<file path="src/rtl/i2c_target_mem.sv">
// i2c_target_mem: I2C target with a register memory, START/STOP decode, 7-bit address match, pointer/data writes, auto-increment reads
// Ports: ACLK/ARESETn clock and async active-low reset; scl_i/sda_i master bus lines (oversampled);
//        sda_o target data (1 = released); busy START..STOP; wr_strobe/wr_addr/wr_data one pulse per written byte
module i2c_target_mem #(
  parameter logic [6:0] DEV_ADDR  = 7'h50,
  parameter int         MEM_DEPTH = 16,
  localparam int        PTR_W     = $clog2(MEM_DEPTH)
) (
  input  logic             ACLK,
  input  logic             ARESETn,
  input  logic             scl_i,
  input  logic             sda_i,
  output logic             sda_o,
  output logic             busy,
  output logic             wr_strobe,
  output logic [PTR_W-1:0] wr_addr,
  output logic [7:0]       wr_data
);
  localparam logic [2:0] IDLE      = 3'd0;
  localparam logic [2:0] ADDR      = 3'd1;
  localparam logic [2:0] ADDR_ACK  = 3'd2;
  localparam logic [2:0] WR_BYTE   = 3'd3;
  localparam logic [2:0] WR_ACK    = 3'd4;
  localparam logic [2:0] RD_BYTE   = 3'd5;
  localparam logic [2:0] RD_ACK    = 3'd6;
  localparam logic [2:0] WAIT_STOP = 3'd7;
  logic [2:0]       scl_sync_q, scl_sync_d, sda_sync_q, sda_sync_d;
  logic [2:0]       state_q, state_d;
  logic [3:0]       cnt_q, cnt_d;
  logic [7:0]       shift_q, shift_d;
  logic [PTR_W-1:0] ptr_q, ptr_d;
  logic             first_q, first_d, nack_q, nack_d;
  logic             sda_o_q, sda_o_d, busy_q, busy_d, wr_strobe_q, wr_strobe_d;
  logic [PTR_W-1:0] wr_addr_q, wr_addr_d;
  logic [7:0]       wr_data_q, wr_data_d;
  logic [7:0]       mem_q [MEM_DEPTH];
  logic             rise, fall, start, stop;
  logic [7:0]       byte_in;
  // bits [1:0] synchronise, bit [2] holds the previous synchronised sample for edge detection
  always_comb begin
    scl_sync_d = {scl_sync_q[1:0], scl_i};
    sda_sync_d = {sda_sync_q[1:0], sda_i};
    rise       = scl_sync_q[1] & ~scl_sync_q[2];
    fall       = ~scl_sync_q[1] & scl_sync_q[2];
    // SCL must be steady high in both samples, so a coincident SCL edge never yields START/STOP
    start      = scl_sync_q[1] & scl_sync_q[2] & sda_sync_q[2] & ~sda_sync_q[1];
    stop       = scl_sync_q[1] & scl_sync_q[2] & ~sda_sync_q[2] & sda_sync_q[1];
    byte_in    = {shift_q[6:0], sda_sync_q[1]};
  end
  always_comb begin
    state_d     = state_q;
    cnt_d       = cnt_q;
    shift_d     = shift_q;
    ptr_d       = ptr_q;
    first_d     = first_q;
    nack_d      = nack_q;
    sda_o_d     = sda_o_q;
    busy_d      = busy_q;
    wr_strobe_d = 1'b0;
    wr_addr_d   = wr_addr_q;
    wr_data_d   = wr_data_q;
    if (start) begin
      state_d = ADDR;
      cnt_d   = 4'd0;
      busy_d  = 1'b1;
      sda_o_d = 1'b1;
    end else if (stop) begin
      state_d = IDLE;
      busy_d  = 1'b0;
      sda_o_d = 1'b1;
    end else begin
      case (state_q)
        ADDR:
          if (rise) begin
            shift_d = byte_in;
            cnt_d   = cnt_q + 4'd1;
          end else if (fall && cnt_q == 4'd8) begin
            state_d = shift_q[7:1] == DEV_ADDR ? ADDR_ACK : WAIT_STOP;
            sda_o_d = shift_q[7:1] != DEV_ADDR;
            busy_d  = shift_q[7:1] == DEV_ADDR;
          end
        ADDR_ACK:
          if (fall) begin
            // the R/W bit is still in shift_q[0] from the address phase
            state_d = shift_q[0] ? RD_BYTE : WR_BYTE;
            shift_d = mem_q[ptr_q];
            sda_o_d = shift_q[0] ? mem_q[ptr_q][7] : 1'b1;
            cnt_d   = shift_q[0] ? 4'd1 : 4'd0;
            first_d = 1'b1;
          end
        WR_BYTE:
          if (rise) begin
            shift_d = byte_in;
            cnt_d   = cnt_q + 4'd1;
            if (cnt_q == 4'd7) begin
              first_d     = 1'b0;
              wr_strobe_d = !first_q;
              wr_addr_d   = first_q ? wr_addr_q : ptr_q;
              wr_data_d   = first_q ? wr_data_q : byte_in;
              ptr_d       = first_q ? byte_in[PTR_W-1:0] : ptr_q + 1'b1;
            end
          end else if (fall && cnt_q == 4'd8) begin
            state_d = WR_ACK;
            sda_o_d = 1'b0;
          end
        WR_ACK:
          if (fall) begin
            state_d = WR_BYTE;
            sda_o_d = 1'b1;
            cnt_d   = 4'd0;
          end
        RD_BYTE:
          if (fall) begin
            state_d = cnt_q == 4'd8 ? RD_ACK : RD_BYTE;
            sda_o_d = cnt_q == 4'd8 ? 1'b1 : shift_q[6];
            ptr_d   = cnt_q == 4'd8 ? ptr_q + 1'b1 : ptr_q;
            shift_d = {shift_q[6:0], 1'b0};
            cnt_d   = cnt_q + 4'd1;
          end
        RD_ACK:
          if (rise) nack_d = sda_sync_q[1];
          else if (fall) begin
            state_d = nack_q ? WAIT_STOP : RD_BYTE;
            shift_d = mem_q[ptr_q];
            sda_o_d = nack_q ? 1'b1 : mem_q[ptr_q][7];
            cnt_d   = 4'd1;
          end
        default: ;
      endcase
    end
  end
  always_ff @(posedge ACLK or negedge ARESETn) begin
    if (!ARESETn) begin
      scl_sync_q  <= 3'b111;
      sda_sync_q  <= 3'b111;
      state_q     <= IDLE;
      cnt_q       <= '0;
      shift_q     <= '0;
      ptr_q       <= '0;
      first_q     <= 1'b0;
      nack_q      <= 1'b1;
      sda_o_q     <= 1'b1;
      busy_q      <= 1'b0;
      wr_strobe_q <= 1'b0;
      wr_addr_q   <= '0;
      wr_data_q   <= '0;
      for (int i = 0; i < MEM_DEPTH; i++) mem_q[i] <= '0;
    end else begin
      scl_sync_q  <= scl_sync_d;
      sda_sync_q  <= sda_sync_d;
      state_q     <= state_d;
      cnt_q       <= cnt_d;
      shift_q     <= shift_d;
      ptr_q       <= ptr_d;
      first_q     <= first_d;
      nack_q      <= nack_d;
      sda_o_q     <= sda_o_d;
      busy_q      <= busy_d;
      wr_strobe_q <= wr_strobe_d;
      wr_addr_q   <= wr_addr_d;
      wr_data_q   <= wr_data_d;
      if (wr_strobe_d) mem_q[wr_addr_d] <= wr_data_d;
    end
  end
  assign sda_o     = sda_o_q;
  assign busy      = busy_q;
  assign wr_strobe = wr_strobe_q;
  assign wr_addr   = wr_addr_q;
  assign wr_data   = wr_data_q;
endmodule

</file>
<file path="config.mk">
export PLATFORM = sky130hd
export DESIGN_NAME = i2c_target_mem
export DESIGN_NICKNAME = d
export VERILOG_FILES = /design/src/rtl/i2c_target_mem.sv
export SDC_FILE = /design/constraint.sdc
export NUM_CORES = 1
export LEC_CHECK = 0
export BUFFER_PORTS_ARGS = -buffer_cell sky130_fd_sc_hd__buf_2
export CORE_AREA = 3 3 138 140
export DETAILED_ROUTE_END_ITERATION = 10
export DIE_AREA = 0 0 141 143
export GPL_ROUTABILITY_DRIVEN = 0
export SYNTH_ARGS = -nofsm -noshare
export SYNTH_HDL_FRONTEND = slang
export SYNTH_SLANG_ARGS = --single-unit
</file>
<file path="constraint.sdc">
create_clock -name ACLK -period 3.8 [get_ports ACLK]
set_input_delay 0.95 -clock ACLK [delete_from_list [all_inputs] [get_ports ACLK]]
set_output_delay 0.95 -clock ACLK [all_outputs]
set_load 0.05 [all_outputs]
</file>
* Word level (Yosys, flattened, before mapping)
Index checks and enable logic that the tools add are counted.
** Word-level totals
- Register bits :: 170
- Input port bits :: 4
- Word-level logic and storage cells :: 184
** Operators by class
- $add $sub $neg :: 2
- $lt $le $gt $ge :: 3
- Equality and inequality tests :: 34
- Mux-type cells :: 83
- Bitwise logic cells :: 15
- Reduce and logical (&&, ||, !) cells :: 18
** Operators with widths (number)
- $bwmux W128 :: 1
- $mux W8 :: 13
- $mux W4 :: 19
- $mux W3 :: 13
- $ne A4 B4 Y1 const B :: 9
- $bmux W8 S4 :: 1
- $demux W8 S4 :: 1
- $pmux W8 S4 :: 1
- $mux W1 :: 27
- $pmux W4 S5 :: 1
- $pmux W3 S6 :: 1
- $ne A3 B3 Y1 const B :: 5
- $ne A2 B2 Y1 const B :: 7
- $reduce_and A6 Y1 :: 2
- $ge A5 B5 Y1 const B :: 2
- $not A4 Y5 :: 2
- $reduce_and A10 Y1 :: 1
- $eq A3 B3 Y1 const B :: 3
- $add A4 B1 Y4 const B :: 2
- $pmux W4 S2 :: 1
- $reduce_and A8 Y1 :: 1
- $reduce_bool A8 Y1 :: 1
- $and A1 B1 Y1 :: 7
- $eq A7 B7 Y1 const B :: 1
- other kinds (22) :: 33

* Depth between registers and ports, before layout
- Word-level depth :: 12
- Depth in mapped cells :: 9

* Worst setup path after synthesis
Ideal clock, no wire load.
- Path kind :: register to register
- From :: register scl_sync_q[2]
- To :: register mem_q[100] (netlist name)
- Library setup time :: 124 ps
- Arrival :: 2050 ps
- Data required time :: 3676 ps
- Path slack :: 1626 ps
- Stages on the path, launching flop included :: 10
- Path buffers :: 4
- Clock period less this slack :: 2174 ps
- Cells stage by stage :: dfstp_2 -> buf_2 -> and4bb_2 -> nand3b_4 -> nand2b_1 -> buf_2 -> buf_6 -> mux2i_4 -> buf_4 -> a21oi_1
** Between the ends
- Longest elaborated chain between the ends :: 12
- Elaborated cells on any way between the ends :: 26
- Those cells by class :: order compare: 2; mux: 15; bitwise: 8; reduce/logical: 1
** RTL lines
- from (decl) :: line 27 : logic [2:0] scl_sync_q, scl_sync_d, sda_sync_q, sda_sync_d;
- from (signal assigned) :: line 149 : scl_sync_q <= scl_sync_d;
- $not A1 Y1 :: line 43 : rise = scl_sync_q[1] & ~scl_sync_q[2];
- $and A1 B1 Y1 :: line 43
- $mux W4 :: line 92 : if (rise) begin
- $mux W4 :: line 72 : case (state_q)
- $mux W4 :: line 67 : end else if (stop) begin
- $mux W4 :: line 62 : if (start) begin
- $not A4 Y5 (implied by the code) :: line 162 : if (wr_strobe_d) mem_q[wr_addr_d] <= wr_data_d;
- $ge A5 B5 Y1 (implied by the code) or $lt A5 B1 Y1 (tied branches) :: line 162
- $logic_and A1 B1 Y1 (implied by the code) :: line 162
- $mux W8 (implied by the code) :: line 162
- $demux W8 S4 :: line 162
- $bwmux W128 :: line 162
- to (signal, indexed assignment) :: line 162
- to (decl) :: line 36 : logic [7:0] mem_q [MEM_DEPTH];
Parallel ways exist; a longest one is shown, timed or not.
A chain may end at the register's enable or synchronous reset.

* Worst setup path after layout
- From :: register scl_sync_q[2]
- To :: register mem_q[7] (netlist name)
The elaborated chain is that of the path after synthesis.

==> flow_metrics.py <==
metrics = {
    "logic_synthesis": {
        "yosysMostFrequentCell": "dfrtp_1",
        "yosysTopAreaCell": "dfrtp_1",
        "synth-edff-count": 0,
        "synthArstFlopShare": 1.00,
        "synth_nets": 745,
        "synth-seq-area-share": 0.534,
        "netlist_area_um2": 7990,
        "ys.warnings.count": 0,
        "synthDominantCellAreaShare": 0.508,
        "synth_area_leaders": "dfrtp_1 51%, mux4_2 9.0%, a21oi_1 6.6%",
        "synth_common_cells": "162 x dfrtp_1, 121 x nor2_1, 105 x a21oi_1",
        "ys.flop_type": "dfrtp_1",
        "synth.distinct_cells": 56,
        "syn_avg_cell_area_um2": 10.8,
        "synthCells": 738,
        "ys_seq_elements": 170,
    },
    "worst_setup_path": {
        "cp-start-kind": "register",
        "worstSetupPathType": "reg -> reg",
        "r2r_slack_ns": 1.01,
        "cp-end-kind": "register",
        "r2r_cells": 6,
        "worstPathMaxFanout": 17,
        "crit_arrival_ns": 3.06,
        "cp_data_required_time_ns": 4.07,
    },
    "outcome": {
        "outcome": "finished clean",
    },
    "sta": {
        "worst_clock_skew_ns": 0.00985,
        "rsz0062_at_grt": "false",
        "fin_crit_ns": 2.79,
        "drv_slew": 0,
        "fin_crit_sh": 0.735,
        "fmax_mhz": 358,
        "setup_viol": 0,
        "timing.setup.tns_ns": 0,
        "hold_viol_final": 0,
        "slew_headroom": 0.225,
        "tightest_slew_ns": 1.16,
    },
    "routing": {
        "routed_via_density": 5.72,
        "drc_errors": 0,
        "ant_nets": 0,
        "num_vias": 5602,
        "firstDrtPassIters": 4,
        "drt_iter0_drc": 418,
        "routedWlPerCell_um": 20.0,
        "wl_mm": 19.5,
    },
    "place": {
        "io_buffers": 18,
        "placed_area_um2": 8250,
        "dp_hpwl_mm": 12.7,
        "dp.cells": 949,
    },
    "floorplan": {
        "initial_core_util": 0.445,
        "ios": 19,
        "die_width_um": 141,
        "rows": 49,
        "die_h_um": 143,
        "core_region_area_um2": 18000,
        "die-area_um2": 20200,
    },
    "grt": {
        "grt_overflow": 0,
        "grtUsageTotal": 0.205,
        "grt_max_degree": 84,
        "antenna_found_initial": 0,
        "grt_first_pass_wirelength_mm": 31.4,
        "first_global_vias": 5625,
    },
    "finish": {
        "drive_gt1_frac": 0.183,
        "synthToLayoutAreaGrowth_pct": 9.79,
        "num_antenna_cells": 0,
        "fin_area_um2": 8770,
        "multi_input_area_um2": 3400,
        "nets": 746,
        "fin_util": 0.488,
        "instances_no_fill": 979,
        "fillers": 1600,
        "seqCellArea_um2": 4270,
    },
    "clock_tree": {
        "post_cts_buffers": 0,
        "cts_sinks": 170,
        "cts.path.max_buffers": 2,
        "hold_buffers": 0,
        "cts_htree_levels": 4,
        "ctsResizeCount": 0,
        "cts_made_buffers": 17,
        "cts.root.buffer_cell": "clkbuf_16",
        "clk_pin_slew_worst_paths_ns": 0.06,
        "cts_tree": "yes",
        "insertion_delay_ns": 0.42,
    },
    "flow_run": {
        "cap_violations": 0,
    },
    "power_and_ir_drop": {
        "power_leakage_nw": 3.88,
        "power.density_nw_per_um2": 414,
        "peakVddDrop_mv": 0.282,
    },
    "min_path": {
        "hold_depth": 0,
        "hp-class": "reg -> reg",
    },
}
==> registers in the layout, indices dropped and copies added, names as in the netlist, 3 cells and up <==
| signal | count |
|---|---|
| mem_q | 128 |
| shift_q | 8 |
| wr_data | 8 |
| cnt_q | 4 |
| ptr_q | 4 |
| wr_addr | 4 |
| scl_sync_q | 3 |
| sda_sync_q | 3 |
| state_q | 3 |
==> stage by stage <==
| step | power [mW] | setup WS (ns) | hold WS [ns] |
|---|---|---|---|
| 3_5_place_dp | 2.12 | 1.02 | 0.347 |
| 4_1_cts | 3.66 | 1.01 | 0.361 |
| 5_1_grt | 3.76 | 0.804 | 0.367 |
| 6_report | 3.63 | 1.01 | 0.359 |
| 2_1_floorplan | 2.02 | 1.63 | 0.345 |
| 3_3_place_gp | 2.11 | 1.10 | 0.349 |
==> metal layers <==
metal  share of wire  up-vias  GRT usage
met5               0        -          0
met4           0.019        0     0.0663
met3           0.056       26     0.0532
met2            0.48      143      0.322
met1            0.45     2838      0.281
li1                -     2595          -
==> worst max-delay path, stage by stage, from the launching register on <==
cell and delay [ns]:
dfstp_2 0.61, and4bb_2 0.30, nand3b_4 0.26, nand2b_1 0.15, buf_4 0.33, mux2i_2 0.76, o21ai_0 0.20
==> worst paths after layout <==
path                               startpoint             to
worst max-delay path            scl_sync_q[2]       mem_q[7]
worst min-delay path            sda_sync_q[0]  sda_sync_q[1]
worst max register to register  scl_sync_q[2]       mem_q[7]
worst min register to register  sda_sync_q[0]  sda_sync_q[1]
max in group asynchronous             ARESETn       mem_q[7]
min in group asynchronous             ARESETn           busy
==> power breakdown <==
group          internal [mW]  switching (mW)
Sequential              1.85          0.0868
Combinational         0.0558          0.0936
Clock                  0.863           0.678
Total                   2.77           0.859
==> cell type report <==
| class | instances | area share |
|---|---|---|
| timing repair buffer | 38 | 0.0295 |
| tap | 229 | 0.0327 |
| sequential | 170 | 0.487 |
| clock buffer | 24 | 0.0538 |
| multi-input combinational | 501 | 0.388 |
| inverter | 11 | 0.00471 |
| clock inverter | 6 | 0.00471 |
==> cell usage in the layout, fill, tap and decap left out, drive strengths merged, types with 6 or more instances in the layout <==
master	Yosys	routed
inv	11	12
nand3	13	13
nor2	121	121
a31oi	15	15
a22oi	6	6
nand2b	9	9
dfstp	8	8
mux2i	24	24
nand2	51	51
nor3	6	6
nor2b	8	8
or3	7	7
a21oi	105	105
clkbuf	16	24
o21ai	49	49
mux4	32	32
buf	40	38
dfrtp	162	162
==> kinds of logic after synthesis <==
| group | after synthesis | share of synthesized area |
|---|---|---|
| AND/OR/NAND/NOR | 244 | 0.152 |
| AO/OA/AOI/OAI | 192 | 0.131 |
| flip-flops | 170 | 0.534 |
| buffers and inverters | 67 | 0.0407 |
| multiplexers | 61 | 0.137 |
| adder cells (fa/ha/maj) | 3 | 0.00470 |
| XOR/XNOR | 1 | 0.00110 |
Note: power is estimated with default switching activity, not from simulation.
